[config.mk]
export PLATFORM = sky130hd
export DESIGN_NAME = fp_multiplier_param
export DESIGN_NICKNAME = d
export VERILOG_FILES = /design/src/rtl/fp_multiplier_param.sv
export SDC_FILE = /design/constraint.sdc
export NUM_CORES = 1
export LEC_CHECK = 0
export ABC_AREA = 0
export ABC_CLOCK_PERIOD_IN_PS = 5000
export BUFFER_PORTS_ARGS = -buffer_cell sky130_fd_sc_hd__buf_2
export CAP_MARGIN = 20
export CORE_MARGIN = 10
export CORE_UTILIZATION = 55
export CTS_CLUSTER_DIAMETER = 150
export DETAILED_ROUTE_END_ITERATION = 10
export HOLD_SLACK_MARGIN = 0.1
export PLACE_DENSITY = 0.74
export SETUP_SLACK_MARGIN = 0.5
export SYNTH_ARGS = -nofsm -noshare
export SYNTH_HDL_FRONTEND = slang
export SYNTH_SLANG_ARGS = --single-unit
[constraint.sdc]
create_clock -name clk -period 5 [get_ports clk]
set_input_delay 1.25 -clock clk [delete_from_list [all_inputs] [get_ports clk]]
set_output_delay 1.25 -clock clk [all_outputs]
set_load 0.01 [all_outputs]
[src/rtl/fp_multiplier_param.sv]
// Sequential IEEE 754 multiplier with a parametrised format (EXP_W/MAN_W) and a radix-2 shift-add significand datapath.
// Optional build macro FP_MUL_ROUND_MODE_EN adds an rm port (RNE/RTZ/RUP/RDN); without it the unit rounds to nearest-even.
module fp_multiplier_param #(
    parameter int EXP_W = 8,
    parameter int MAN_W = 23
) (
    input  logic                   clk,
    input  logic                   rst,
    input  logic [EXP_W+MAN_W:0]   rs1,
    input  logic [EXP_W+MAN_W:0]   rs2,
    input  logic                   start,
`ifdef FP_MUL_ROUND_MODE_EN
    input  logic [1:0]             rm,
`endif
    output logic [EXP_W+MAN_W:0]   result,
    output logic                   valid,
    output logic                   busy,
    output logic [3:0]             flags,
    output logic [2:0]             state_dbg
);

    // Handshake: start is accepted only when busy is low (IDLE); operands are captured on that
    // edge. valid pulses for exactly one cycle; result/flags then stay put until the next completion.

    localparam int W      = 1 + EXP_W + MAN_W;
    localparam int SIG_W  = MAN_W + 1;
    localparam int PROD_W = 2 * SIG_W;
    localparam int EW     = EXP_W + 2;
    localparam int CNT_W  = $clog2(MAN_W + 1);

    localparam logic [EXP_W-1:0] EXP_ONES = '1;
    localparam logic [EW-1:0]    BIAS     = EW'((1 << (EXP_W - 1)) - 1);
    localparam logic [EW-1:0]    EXP_MAX  = EW'((1 << EXP_W) - 1);
    localparam logic [W-1:0]     QNAN     = {1'b0, EXP_ONES, 1'b1, {(MAN_W-1){1'b0}}};

    typedef enum logic [2:0] {
        S_IDLE   = 3'd0,
        S_UNPACK = 3'd1,
        S_MULT   = 3'd2,
        S_NORM   = 3'd3,
        S_ROUND  = 3'd4,
        S_DONE   = 3'd5
    } state_t;

    state_t state, next_state;

    logic [W-1:0]      op_a, op_b;
    logic              sign_q;
    logic [EW-1:0]     prod_exp;
    logic [PROD_W-1:0] mcand;
    logic [SIG_W-1:0]  mplier;
    logic [PROD_W-1:0] acc;
    logic [CNT_W-1:0]  cnt;
    logic              sticky_q;
    logic              spec_hold;
`ifdef FP_MUL_ROUND_MODE_EN
    logic [1:0]        rm_q;
`endif

    // Operand classification (subnormals count as zero)
    logic [EXP_W-1:0] ea, eb;
    logic [MAN_W-1:0] fa, fb;
    logic a_zero, b_zero, a_inf, b_inf, a_nan, b_nan, a_snan, b_snan, special;

    assign ea     = op_a[W-2 -: EXP_W];
    assign eb     = op_b[W-2 -: EXP_W];
    assign fa     = op_a[MAN_W-1:0];
    assign fb     = op_b[MAN_W-1:0];
    assign a_zero = (ea == '0);
    assign b_zero = (eb == '0);
    assign a_inf  = (ea == EXP_ONES) && (fa == '0);
    assign b_inf  = (eb == EXP_ONES) && (fb == '0);
    assign a_nan  = (ea == EXP_ONES) && (fa != '0);
    assign b_nan  = (eb == EXP_ONES) && (fb != '0);
    assign a_snan = a_nan && !fa[MAN_W-1];
    assign b_snan = b_nan && !fb[MAN_W-1];
    assign special = a_zero || b_zero || a_inf || b_inf || a_nan || b_nan;

    logic          prod_sign;
    logic [EW-1:0] exp_sum;

    assign prod_sign = op_a[W-1] ^ op_b[W-1];
    assign exp_sum   = {2'b00, ea} + {2'b00, eb} - BIAS;

    logic [W-1:0] spec_res;
    logic [3:0]   spec_flg;

    always_comb begin
        spec_res = '0;
        spec_flg = '0;
        if (a_nan || b_nan) begin
            spec_res    = QNAN;
            spec_flg[3] = a_snan || b_snan;
        end else if ((a_inf && b_zero) || (b_inf && a_zero)) begin
            spec_res    = QNAN;
            spec_flg[3] = 1'b1;
        end else if (a_inf || b_inf) begin
            spec_res = {prod_sign, EXP_ONES, {MAN_W{1'b0}}};
        end else begin
            spec_res = {prod_sign, {(W-1){1'b0}}};
        end
    end

    // Rounding on the normalised product: leading one sits at bit 2*MAN_W
    logic             lsb_bit, grd_bit, stk_bit, rnd_up, to_inf;
    logic [SIG_W:0]   mant_sum;
    logic [EW-1:0]    exp_f;
    logic             ovf, unf;
    logic [W-1:0]     rnd_res;
    logic [3:0]       rnd_flg;

    assign lsb_bit  = acc[MAN_W];
    assign grd_bit  = acc[MAN_W-1];
    assign stk_bit  = sticky_q || (|acc[MAN_W-2:0]);

    always_comb begin
        rnd_up = grd_bit && (stk_bit || lsb_bit);
        to_inf = 1'b1;
`ifdef FP_MUL_ROUND_MODE_EN
        case (rm_q)
            2'b01: begin
                rnd_up = 1'b0;
                to_inf = 1'b0;
            end
            2'b10: begin
                rnd_up = (grd_bit || stk_bit) && !sign_q;
                to_inf = !sign_q;
            end
            2'b11: begin
                rnd_up = (grd_bit || stk_bit) && sign_q;
                to_inf = sign_q;
            end
            default: ;
        endcase
`endif
    end

    // A carry out leaves the low MAN_W bits all zero, so the fraction field needs no shift
    assign mant_sum = {1'b0, acc[2*MAN_W:MAN_W]} + (SIG_W+1)'(rnd_up);
    assign exp_f    = prod_exp + EW'(mant_sum[SIG_W]);
    assign ovf      = $signed(exp_f) >= $signed(EXP_MAX);
    assign unf      = exp_f[EW-1] || (exp_f == '0);

    always_comb begin
        rnd_res = '0;
        rnd_flg = '0;
        if (ovf) begin
            rnd_res = to_inf ? {sign_q, EXP_ONES, {MAN_W{1'b0}}}
                             : {sign_q, EXP_ONES - EXP_W'(1), {MAN_W{1'b1}}};
            rnd_flg = 4'b0101;
        end else if (unf) begin
            rnd_res = {sign_q, {(W-1){1'b0}}};
            rnd_flg = 4'b0011;
        end else begin
            rnd_res = {sign_q, exp_f[EXP_W-1:0], mant_sum[MAN_W-1:0]};
            rnd_flg = {3'b000, grd_bit || stk_bit};
        end
    end

    always_ff @(posedge clk or negedge rst) begin
        if (!rst) state <= S_IDLE;
        else      state <= next_state;
    end

    // Special operands wait one extra UNPACK cycle so their latency is a fixed two edges
    always_comb begin
        next_state = state;
        case (state)
            S_IDLE:   if (start) next_state = S_UNPACK;
            S_UNPACK: begin
                if (!special)       next_state = S_MULT;
                else if (spec_hold) next_state = S_DONE;
            end
            S_MULT:   if (cnt == CNT_W'(MAN_W)) next_state = S_NORM;
            S_NORM:   next_state = S_ROUND;
            S_ROUND:  next_state = S_DONE;
            S_DONE:   next_state = S_IDLE;
            default:  next_state = S_IDLE;
        endcase
    end

    assign valid     = (state == S_DONE);
    assign busy      = (state != S_IDLE);
    assign state_dbg = state;

    always_ff @(posedge clk or negedge rst) begin
        if (!rst) begin
            op_a      <= '0;
            op_b      <= '0;
            sign_q    <= 1'b0;
            prod_exp  <= '0;
            mcand     <= '0;
            mplier    <= '0;
            acc       <= '0;
            cnt       <= '0;
            sticky_q  <= 1'b0;
            spec_hold <= 1'b0;
            result    <= '0;
            flags     <= '0;
`ifdef FP_MUL_ROUND_MODE_EN
            rm_q      <= 2'b00;
`endif
        end else begin
            case (state)
                S_IDLE: begin
                    if (start) begin
                        op_a      <= rs1;
                        op_b      <= rs2;
                        spec_hold <= 1'b0;
`ifdef FP_MUL_ROUND_MODE_EN
                        rm_q      <= rm;
`endif
                    end
                end
                S_UNPACK: begin
                    sign_q <= prod_sign;
                    if (special) begin
                        spec_hold <= 1'b1;
                        if (spec_hold) begin
                            result <= spec_res;
                            flags  <= spec_flg;
                        end
                    end else begin
                        mcand    <= PROD_W'({1'b1, fa});
                        mplier   <= {1'b1, fb};
                        acc      <= '0;
                        cnt      <= '0;
                        prod_exp <= exp_sum;
                    end
                end
                S_MULT: begin
                    if (mplier[0]) acc <= acc + mcand;
                    mcand  <= mcand << 1;
                    mplier <= mplier >> 1;
                    cnt    <= cnt + CNT_W'(1);
                end
                S_NORM: begin
                    if (acc[PROD_W-1]) begin
                        acc      <= acc >> 1;
                        sticky_q <= acc[0];
                        prod_exp <= prod_exp + EW'(1);
                    end else begin
                        sticky_q <= 1'b0;
                    end
                end
                S_ROUND: begin
                    result <= rnd_res;
                    flags  <= rnd_flg;
                end
                default: ;
            endcase
        end
    end

endmodule

==> results.json, run 1 <==
{
  "ys_warn_count": 0,
  "coreArea_um2": 25300,
  "setup_tns_ns": 0,
  "rsz0062_at_grt": "yes",
  "cts_root_buf": "clkbuf_16",
  "synth_nets": 1696,
  "antennaDiodeCount": 0,
  "wl_per_cell_um": 18.2,
  "setup_viol": 0,
  "crit_path_start_kind": "flop",
  "slew_viol_final": 0,
  "die_w_um": 180,
  "num-nets-final": 1769,
  "holdWs_ns": 0.480,
  "met1Wirelength_um": 16000,
  "synth_cell_type_count": 78,
  "cp-end-kind": "flop",
  "clk_pin_slew_ns": 0.06,
  "drt-pass1-iter-count": 5,
  "drive_gt1_frac": 0.164,
  "worstMarginPinSlew_ns": 1.04,
  "fin_crit_ns": 4.28,
  "cts_made_buffers": 27,
  "crit_fanout": 8,
  "drt_iter0_drc": 762,
  "ir_worst_vdd_mv": 0.416,
  "status": "finished clean",
  "place.port_buffers": 107,
  "critical_path_class": "flop to flop",
  "clockBufferDepth": 3,
  "grt-ovfl-total": 0,
  "grt_usage": 0.212,
  "dieArea_um2": 32500,
  "period_share": 0.857,
  "cts_hold_buf": 0,
  "synth-simple-area-share": 0.181,
  "met3WireLength_um": 1880,
  "hold_viol_final": 0,
  "synth_ff_type": "dfrtp_1",
  "ys_seq_area_frac": 0.427,
  "drc_errors": 0,
  "synth_compound_area_frac": 0.176,
  "cellPowerDensity_nw_per_um2": 723,
  "synth_xor_area_frac": 0.0453,
  "synth_mux_area_frac": 0.0789,
  "synth.avg_cell_area_um2": 9.05,
  "seq_area_um2": 6030,
  "max_freq_mhz": 233,
  "via_per_inst": 6.01,
  "fill_cells": 2162,
  "die_h_um": 180,
  "p_leak_nw": 7.40,
  "grt_first_pass_wirelength_um": 59500,
  "synth_fa_ha_area_frac": 0.0622,
  "cts_sinks": 241,
  "syn_inst": 1560,
  "synth_top_family_by_area": "simple AND/OR/NAND/NOR gates",
  "postRouteAntennaNets": 0,
  "initial_core_util": 0.559,
  "cts_tree": "done",
  "vias": 11900,
  "ys_seq_elements": 241,
  "wl_um": 36100,
  "antenna_found_initial": 0,
  "async_reset_ff_frac": 1.00,
  "hold_path.class": "flop to flop",
  "maxSlewHeadroom": 0.307,
  "rows": 58,
  "met2WireLength_um": 17400,
  "topRoutingLayerUsed": "met4",
  "required_ns": 5.48,
  "max_cap_viol_count": 0,
  "area_growth_pct": 12.8,
  "insertion_delay_ns": 0.54,
  "skew_ns": 0.0113,
  "finalWeightedCongestion": 0.936,
  "grt_pass1_vias": 11800,
  "dp_hpwl_um": 25300,
  "multi_input_area_um2": 7740,
  "netlist_area_um2": 14100,
  "synth_edf_count": 0,
  "io_pins": 108,
  "ctsHtreeMaxLevel": 1,
  "cp.arrival_ns": 4.76,
  "grt_max_degree": 159
}
[power breakdown]
part / total (mW) / switching, mW / internal (mW)
Sequential: 3.78 / 0.941 / 2.84
Clock: 2.06 / 0.816 / 1.25
Combinational: 5.68 / 3.29 / 2.39
[layout make-up]
cell class                      count  share of cell area
Multi-Input combinational cell   1212               0.486
Sequential cell                   241               0.379
Clock buffer                       37              0.0492
Timing Repair Buffer              125              0.0448
Tap cell                          330              0.0259
Clock inverter                     12             0.00927
Inverter                           26             0.00613
[critical path, stage by stage (launching register included)]
cell and delay (ns):
dfrtp_1 0.41, and2_1 0.19, ha_1 0.21, nand4_1 0.21, nor3_4 0.25, nand2_1 0.10
nor2_2 0.19, and3_1 0.22, and3_1 0.27, ha_1 0.21, ha_1 0.25, nand3_2 0.15
nor2_1 0.16, xnor2_1 0.13, o41ai_4 0.55, nand2_1 0.15, o211ai_1 0.31, o22a_1 0.25
[placed cells by master, fill, tap and decap left out, types with 7 or more instances in the layout]
cell type	count
nor4_1	22
o211ai_1	8
dfrtp_1	241
ha_1	67
xnor2_1	40
buf_4	16
o21a_1	12
a221oi_1	15
nand3_1	60
and3_1	13
mux2i_1	45
nand4_1	23
mux2_2	59
inv_1	26
a31oi_1	14
nor3_1	14
nor2b_1	9
xor2_1	33
o21ai_0	160
nor2_1	131
a21oi_1	94
buf_2	106
clkbuf_16	27
a21o_1	23
o21ai_1	12
clkbuf_8	7
or3_1	8
nand2_1	238
[cells by family after synthesis]
group	Yosys count
AND/OR/NAND/NOR	563
AO/OA/AOI/OAI	402
flip-flops	241
buffers and inverters	108
multiplexers	104
XOR/XNOR	73
adder cells (fa/ha/maj)	69
[sequential cells by signal, indices dropped and copies added (netlist names)]
signal     cells
acc           48
mplier        24
op_b          32
mcand         48
result        32
sticky_q       1
cnt            5
spec_hold      1
state_dbg      3
prod_exp      10
op_a          32
sign_q         1
flags          4
[worst paths after layout]
check                           cells after the start       from    endpoint  slack, ns
worst min-delay path                                2  result[5]   result[5]       0.48
worst min register to register                      2  result[5]   result[5]       0.48
worst max register to register                     17    acc[23]  result[30]       0.72
worst max-delay path                               17    acc[23]  result[30]       0.72
min in group asynchronous                           1        rst  result[29]       0.82
max in group asynchronous                           2        rst    mcand[2]       3.16
[stage by stage]
step	area [µm²]	cells	util	power, mW	worst slack [ns]
2_1_floorplan	14100	1560	-	7.88	1.24
3_5_place_dp	14900	1930	0.590	9.36	0.367
5_1_grt	15900	1983	0.631	12.4	0.470
4_1_cts	15800	1979	0.627	11.5	0.559
6_report	15900	1983	0.631	11.5	0.716
3_3_place_gp	14900	1930	0.590	9.18	0.599
[layer usage]
metal / GRT usage / up-vias
li1: - / 5718
met1: 0.281 / 5813
met2: 0.355 / 332
met3: 0.0315 / 60
met4: 0.0535 / 0
met5: 0 / -
[cell usage after synthesis (26+ instances only)]
library cell,n,area (µm²)
a21oi_1,94,470
clkbuf_1,62,233
dfrtp_1,241,6030
ha_1,67,838
inv_1,26,97.6
mux2_2,59,664
mux2i_1,45,450
nand2_1,239,897
nand3_1,61,305
nor2_1,133,499
o21ai_0,161,806
xnor2_1,40,350
xor2_1,33,289
[repair_timing]
item,4_1_cts,5_1_grt
cloned,0,1
gates resized for setup,2,7
pin swaps,0,4
setup endpoints to repair,31,32
buffers inserted,0,2
Note: power is estimated with default switching activity, not from simulation.
==> inputs of run 2 (changes only) <==
ABC_CLOCK_PERIOD_IN_PS = 3450   (was 5000)
PLACE_DENSITY = 0.77   (was 0.74)
SLEW_MARGIN = 20   (was unset)
clock period = 3.45 ns   (was 5 ns; I/O delays follow)
==> run 2 against run 1 <==
Critical endpoint is now result[8]. Non-clock buffer count up 92. Setup slack worse by 0.77 ns. Wire length rose by 9.9%. Sequential cell count unchanged. Count of clock-buffer cells in the layout up 2. Total power rose by 58%. Cell count increased by 4.6%. Via count grew 6.4%. Fmax grew 22%. First-iteration DRC count up 43%. Sequential share of layout area decreased by 3.4 points. Worst hold slack got worse by 0.22 ns. The run now ends with negative setup slack left. Highest routed layer unchanged.
==> results.json, run 2 (same netlist as run 1, synthesis figures left out) <==
{
  "drt_iter0_drc": 1090,
  "required_ns": 3.92,
  "dp_slack_ns": -0.101,
  "postRouteAntennaNets": 0,
  "dieArea_um2": 32500,
  "grt_pass1_vias": 12400,
  "crit_fanout": 6,
  "cpMaxStageDelayCell": "dfrtp_1",
  "worst_slack_ns": -0.0581,
  "maxSlewHeadroom": 0.263,
  "cp.arrival_ns": 3.98,
  "coreArea_um2": 25300,
  "drt-pass1-iter-count": 5,
  "period_share": 1.02,
  "ff2ff_path_depth": 18,
  "cellInternalPower_mw": 10.2,
  "failed_checks": "negative setup slack",
  "switching_share": 0.441,
  "cts_hold_buf": 0,
  "place.port_buffers": 107,
  "antenna_found_initial": 0,
  "insertion_delay_ns": 0.55,
  "clk_pin_slew_ns": 0.06,
  "layout_common_cells": "dfrtp_1 (237), nand2_1 (235), o21ai_0 (127)",
  "rsz0062_at_grt": "yes",
  "final_common_cell": "dfrtp_1",
  "cp_top_family": "simple AND/OR/NAND/NOR gates",
  "status": "finished, violations left",
  "rr_endpoint": "result[8]",
  "initial_core_util": 0.559,
  "antennaDiodeCount": 0,
  "holdWs_ns": 0.264,
  "top_regs": "acc: 48 flops, mcand: 48 flops",
  "area_growth_pct": 23.8,
  "ir_worst_vdd_mv": 0.547,
  "dp_hpwl_um": 25300,
  "setup_tns_ns": -0.662,
  "path_common_cell": "ha_4",
  "wl_per_cell_um": 19.1,
  "cts_made_buffers": 26,
  "switchingPower_mw": 8.02,
  "crit_chain": "and2_4, ha_4, nand4_1, nor3_4, nand2_1, nor2_2, and3_4, and3_4, ha_4, ha_4, nand3_4, nor2_2, xnor2_2, a31oi_4, nand2_2, buf_12, or2_4, o21ai_2",
  "cts_root_buf": "clkbuf_16",
  "critical_path_class": "flop to flop",
  "grt_first_pass_wirelength_um": 63100,
  "clockPowerShare": 0.161,
  "drc_errors": 0,
  "grt-ovfl-total": 0,
  "p_comb_frac": 0.537,
  "num-nets-final": 1862,
  "grt_max_degree": 159,
  "pwr-share-seq": 0.301,
  "worstMarginPinSlew_ns": 1.10,
  "max_freq_mhz": 285,
  "wl_um": 39700,
  "crit_buf_inv": 1,
  "worstReg2RegStart": "acc[22]",
  "skew_ns": 0.0157,
  "io_pins": 108,
  "setup_viol": 24,
  "rows": 58,
  "hold_viol_final": 0,
  "via_per_inst": 6.11,
  "cts_sinks": 241,
  "ctsHtreeMaxLevel": 1,
  "cellPowerDensity_nw_per_um2": 1040,
  "die_w_um": 180,
  "slowest_delay_ns": 0.37,
  "die_h_um": 180,
  "clockBufferDepth": 3,
  "vias": 12700,
  "fin_crit_ns": 3.51,
  "cts_tree": "done",
  "grt_usage": 0.226,
  "hold_path.class": "input pin to async pin",
  "cp-end-kind": "flop",
  "crit_path_start_kind": "flop",
  "rrSetupSlack_ns": -0.06,
  "drive_gt1_frac": 0.269,
  "p_leak_nw": 7.97,
  "slew_viol_final": 0,
  "max_cap_viol_count": 0,
  "finalWeightedCongestion": 0.928
}
## run 2: changes by cell type in the layout (fill, tap and decap cells not counted), moves of 12 or more
cell / delta
ha_4: +15
o21ai_0: -33
buf_6: +20
buf_4: +67
ha_1: -21
o21ai_2: +28
a21oi_1: -12
## run 2: routing by layer
metal	vias up	routed length (µm)	GRT usage
met5	-	0	0
met4	0	1420	0.0817
met3	109	2270	0.0327
met2	465	18800	0.368
met1	6204	17200	0.300
li1	5904	-	-
## run 2: worst max-delay path by stage
stage	startpoint	to	slack, ns	cells after the start
detailed placement	acc[23]	result[24]	-0.10	18
floorplan	acc[23]	result[7]	0.23	20
finish	acc[22]	result[8]	-0.06	18
global placement	acc[23]	result[22]	0.04	17
global route	acc[22]	result[30]	-0.18	18
CTS	acc[22]	result[9]	-0.001	20
## run 2: what timing repair did
| item | CTS | global route |
|---|---|---|
| setup buffers | 46 | 29 |
| setup endpoints to repair | 48 | 53 |
| gates cloned | 3 | 0 |
| pin swaps | 47 | 74 |
| gates resized for setup | 55 | 117 |
| hold endpoints to repair | 0 | 0 |
## run 2: per-stage QoR
step	util	instance area [µm²]	std cells	power (mW)
after detailed placement	0.601	15200	1950	13.8
after global placement	0.601	15200	1950	13.5
after global routing	0.692	17500	2074	19.5
after floorplan	-	14200	1560	11.5
final	0.692	17500	2074	18.2
after CTS	0.661	16700	2045	17.2
## run 2: area by class of cell
cell class | count | area (µm²)
multi-input combinational | 1214 | 8510
fill | 1869 | 7770
sequential | 241 | 6040
timing repair buffer | 217 | 1530
clock buffer | 39 | 769
tap | 330 | 413
clock inverter | 7 | 128
inverter | 26 | 103
## run 2: power groups by stage
stage	logic (mW)	registers, mW	clock network, mW
5_1_grt	10.8	5.64	3.08
3_3_place_gp	8.14	5.32	0
4_1_cts	8.85	5.36	2.96
6_report	9.77	5.48	2.93
2_1_floorplan	6.42	5.07	0
3_5_place_dp	8.41	5.38	0
